**config.mk**
```make
export PLATFORM = sky130hd
export DESIGN_NAME = m_ifetch_buf
export DESIGN_NICKNAME = d
export VERILOG_FILES = /design/src/rtl/m_ifetch_buf.sv
export SDC_FILE = /design/constraint.sdc
export NUM_CORES = 1
export LEC_CHECK = 0
export CAP_MARGIN = 25
export CORE_MARGIN = 3
export CORE_UTILIZATION = 60
export DETAILED_ROUTE_END_ITERATION = 16
export PLACE_DENSITY = 0.95
export SLEW_MARGIN = 5
export SYNTH_ARGS = -nofsm -noshare
export SYNTH_HDL_FRONTEND = slang
export SYNTH_SLANG_ARGS = --single-unit
```
**constraint.sdc**
```tcl
create_clock -name w_clk -period 5.5 [get_ports w_clk]
set_input_delay 1.1 -clock w_clk [delete_from_list [all_inputs] [get_ports w_clk]]
set_output_delay 1.1 -clock w_clk [all_outputs]
set_load 0.01 [all_outputs]
```
**src/rtl/m_ifetch_buf.sv**
```systemverilog
// Instruction-fetch stage: issues in-order word fetches, buffers {pc, ir} pairs in a
// small prefetch queue and hands them to decode; a redirect flushes and kills stale beats.
module m_ifetch_buf #(
  parameter int          DEPTH           = 4,
  parameter int          MAX_OUTSTANDING = 2,
  parameter logic [31:0] RESET_PC        = 32'h0
) (
  input  logic        w_clk,
  input  logic        w_rst,
  input  logic        w_redir,
  input  logic [31:0] w_redir_pc,
  output logic        w_imem_req,
  output logic [31:0] w_imem_addr,
  input  logic        w_imem_gnt,
  input  logic        w_imem_rvalid,
  input  logic [31:0] w_imem_rdata,
  output logic        w_if_valid,
  input  logic        w_if_ready,
  output logic [31:0] w_if_pc,
  output logic [31:0] w_if_ir
);

  localparam int AW = $clog2(DEPTH);
  localparam int OW = $clog2(MAX_OUTSTANDING + 1);
  localparam logic [AW:0]   PTR_ONE = (AW+1)'(1);
  localparam logic [AW:0]   FULL    = (AW+1)'(DEPTH);
  localparam logic [OW-1:0] OW_ONE  = OW'(1);

  logic [31:0]   fetch_pc;
  logic [31:0]   resp_pc;
  logic [AW:0]   wr_ptr;
  logic [AW:0]   rd_ptr;
  logic [AW:0]   count;
  logic [OW-1:0] outstanding;
  logic [OW-1:0] kill;
  logic [OW-1:0] kill_redir;
  logic [OW-1:0] outstanding_nxt;
  logic [31:0]   q_pc [DEPTH];
  logic [31:0]   q_ir [DEPTH];
  logic [31:0]   redir_target;

  logic issue_ok;
  logic fire;
  logic live_beat;
  logic drop;
  logic push;
  logic pop;

  assign count        = wr_ptr - rd_ptr;
  assign redir_target = w_redir_pc & ~32'h3;

  // Issue is throttled so every granted request already owns a queue slot, which
  // also keeps req/addr stable while waiting for grant.
  assign issue_ok = (int'(count) + int'(outstanding) < DEPTH) &&
                    (int'(outstanding) + int'(kill) < MAX_OUTSTANDING);

  assign w_imem_req  = !w_rst && !w_redir && issue_ok;
  assign w_imem_addr = fetch_pc;
  assign fire        = w_imem_req && w_imem_gnt;

  assign live_beat = !w_rst && !w_redir && w_imem_rvalid;
  assign drop      = live_beat && (kill != '0);
  assign push      = live_beat && (kill == '0) && (outstanding != '0);

  assign w_if_valid = !w_rst && !w_redir && (count != '0);
  assign pop        = w_if_valid && w_if_ready;
  assign w_if_pc    = w_if_valid ? q_pc[rd_ptr[AW-1:0]] : 32'h0;
  assign w_if_ir    = w_if_valid ? q_ir[rd_ptr[AW-1:0]] : 32'h0;

  // A beat arriving in the redirect cycle retires one of the older requests.
  assign kill_redir = kill + outstanding -
                      ((w_imem_rvalid && (kill != '0 || outstanding != '0)) ? OW_ONE : '0);

  assign outstanding_nxt = outstanding + (fire ? OW_ONE : '0) - (push ? OW_ONE : '0);

  always_ff @(posedge w_clk) begin
    if (w_rst) begin
      fetch_pc    <= RESET_PC;
      resp_pc     <= RESET_PC;
      wr_ptr      <= '0;
      rd_ptr      <= '0;
      outstanding <= '0;
      kill        <= '0;
    end else if (w_redir) begin
      fetch_pc    <= redir_target;
      resp_pc     <= redir_target;
      rd_ptr      <= wr_ptr;
      outstanding <= '0;
      kill        <= kill_redir;
    end else begin
      if (fire)
        fetch_pc <= fetch_pc + 32'd4;
      if (push) begin
        wr_ptr  <= wr_ptr + PTR_ONE;
        resp_pc <= resp_pc + 32'd4;
      end
      if (pop)
        rd_ptr <= rd_ptr + PTR_ONE;
      if (drop)
        kill <= kill - OW_ONE;
      outstanding <= outstanding_nxt;
    end
  end

  always_ff @(posedge w_clk) begin
    if (push) begin
      q_pc[wr_ptr[AW-1:0]] <= resp_pc;
      q_ir[wr_ptr[AW-1:0]] <= w_imem_rdata;
    end
  end

  a_no_overflow: assert property (@(posedge w_clk) disable iff (w_rst) !(push && count == FULL));

endmodule

```
==> impl_metrics.yaml <==
run_status:
  status: "finished, final reports clean"
placement:
  portBuffers: 161
  post-dp-hpwl_um: 19400
  place_congestion: 0.902
  place_inst: 1338
route:
  drt_iter0_drc: 936
  drc: 0
  via_per_inst: 6.34
  antenna_left: 0
  routedWlPerCell_um: 22.6
  num_vias: 8852
  finalWirelength_um: 31600
  drtPass1Iterations: 6
die:
  die_area_um2: 24400
  initial_core_util: 0.615
  die_height_um: 156
  io_pins: 168
  coreArea_um2: 22000
  num_rows: 54
  die_w_um: 156
final_layout:
  nets: 1180
  n_antenna_cell: 0
  mostFrequentLayoutCells: "edfxtp_1, clkdlybuf4s50_1, dfxtp_1, nand2_1, and2_1"
  layout_commonest_cell: "edfxtp_1"
  fin_cells: 1397
  drive_gt1_frac: 0.131
  area_delta_synth_final_pct: 21.8
synthesis:
  synth_area_um2: 13600
  async_flop_share: 0
  yosys.area_share.xor_xnor: 0.0166
  syn_area_per_cell_um2: 14.5
  synth_warnings: 0
  synth_top_family_by_area: "simple AND/OR/NAND/NOR gates"
  synth_cells: 932
  synth_seq_cells: 320
  synth_adder_area_share: 0.0168
  yosys.area_share.simple: 0.113
  synth_edf_count: 248
  synth_ff_type: "edfxtp_1"
  synth.area.mux_share: 0.109
  ys_seq_area_frac: 0.656
  synth_compound_area_frac: 0.0653
  ys_types: 62
worst_setup_path:
  critPathTopFamily: "buffers and inverters"
  r2r_slack_ns: 1.78
  crit_arrival_ns: 3.46
  required_ns: 4.40
  cp-end-kind: "output pin"
  endpoint: "w_if_pc[13]"
  crit_top_cell: "inv_1"
  cp.depth: 9
  startpoint: "wr_ptr[0]"
  cp_cell_sequence: "inv_1 -> ha_1 -> inv_1 -> fa_1 -> xor3_1 -> a31oi_4 -> buf_4 -> and2_1 -> clkdlybuf4s50_1"
  path_buf_inv: 4
  critPathKind: "reg -> out"
  cp_max_fo: 67
  rr_startpoint: "wr_ptr[0]"
  cp_slowest_cell: "clkdlybuf4s50_1"
  rr_worst_depth: 13
  startpoint_type: "register"
  rr_endpoint: "outstanding[1]"
  cpPeakStageDelay_ns: 0.56
timing:
  finClkSkew_ns: 0.0294
  setup_viol_count_final: 0
  period_needed_ns: 4.56
  max_slew_margin: 0.401
  worstMarginPinSlew_ns: 0.891
  final-hold-violation-count: 0
  fin_setup_tns_ns: 0
  grt_setup_unrepaired: "no"
  max_freq_mhz: 220
  maxSlewViolCount: 0
  final.period_utilization: 0.828
clock_tree:
  cts_max_level: 1
  worstSkewPairLatency_ns: 0.57
  hold_buffers: 0
  cts_resized: 0
  post_cts_buffers: 0
  cts_sinks: 320
  clock_path_buffers: 3
  cts_made_buffers: 31
  path_clk_slew_ns: 0.07
  cts_root_buf: "clkbuf_16"
  cts_tree: "built"
power:
  leakagePower_nw: 5.31
  ir_drop_v: 0.000207
  power_density_nw_per_um2: 304
worst_hold_path:
  hp-class: "reg -> reg"
grt:
  grt_pass1_wl_um: 49600
  track_usage: 0.260
  antenna_found_initial: 0
  grt_max_degree: 68
  first_global_vias: 8806
  gr-total-overflow: 0
job:
  cap_violations: 0
## how the worst min path moves through the flow
stage                           start  slack [ns]           to  cells past startpoint
after floorplan           resp_pc[31]        0.46  q_pc[0][31]                      0
after global placement      rd_ptr[1]        0.48     register                      2
after detailed placement    rd_ptr[1]        0.51     register                      2
after CTS                 resp_pc[31]        0.53  q_pc[2][31]                      0
after global routing      resp_pc[31]        0.54  q_pc[2][31]                      0
final                       rd_ptr[1]        0.54     register                      2
## sequential cells by signal (all words and copies together) (netlist names), named ones only
name         flops
q_ir           128
q_pc           120
resp_pc         30
w_imem_addr     30
rd_ptr           3
wr_ptr           3
kill             2
outstanding      2
## worst min-delay path, stage by stage, from the launching register on
cell     delay [ns]
dfxtp_1        0.33
nand2_1        0.07
a21oi_1        0.08
## cell families after synthesis
group | after synthesis
DFF | 320
and+or+nand+nor | 285
AOI/OAI and AO/OA | 138
buffers and inverters | 77
muxes | 70
xor gates and xnor gates | 24
adders and majority gates | 17
other | 1
## final cells by class
class | instances | area, um^2
well taps | 280 | 350
fillers | 1309 | 5510
clock buffers | 39 | 880
repair buffers | 179 | 1800
flip-flops and latches | 320 | 8890
multi-input cells | 538 | 4390
inverters | 23 | 86.3
clock inverters | 18 | 115
## Yosys cell counts (all sizes together) (11+ instances only)
cell	number	area [um^2]
a21oi	38	190
a31oi	29	181
and2	65	407
buf	15	80.1
clkbuf	39	146
dfxtp	72	1440
edfxtp	248	7450
ha	15	188
inv	22	82.6
mux4	62	1400
nand2	66	255
nand3	26	130
nand4	23	150
nor2	45	169
o21ai	21	105
xnor2	12	105
xor2	11	96.3
## routing by layer
layer	wire, um	vias up	share of wire	GRT usage
met5	0	-	0	0
met4	758	0	0.024	0.0671
met3	2490	75	0.079	0.0315
met2	15500	528	0.49	0.433
met1	12800	4314	0.41	0.371
li1	-	3935	-	-
## metrics by stage
stage	hold WS (ns)	cell area, um^2	power [mW]	setup slack [ns]	util
after floorplan	0.460	13600	2.86	1.95	-
after global placement	0.483	15500	3.00	1.13	0.703
after detailed placement	0.511	15500	3.01	1.09	0.703
after CTS	0.531	16500	5.03	0.911	0.748
after global routing	0.538	16500	5.16	0.734	0.750
final	0.538	16500	5.02	0.945	0.750
## report_power, final
part / total [mW] / internal, mW / leakage, nW / switching [mW]
Combinational: 0.278 / 0.143 / 1.99 / 0.135
Sequential: 2.69 / 2.63 / 2.84 / 0.0581
Clock: 2.05 / 1.14 / 0.478 / 0.910
Total: 5.02 / 3.92 / 5.31 / 1.10
Note: power is estimated with default switching activity, not from simulation.
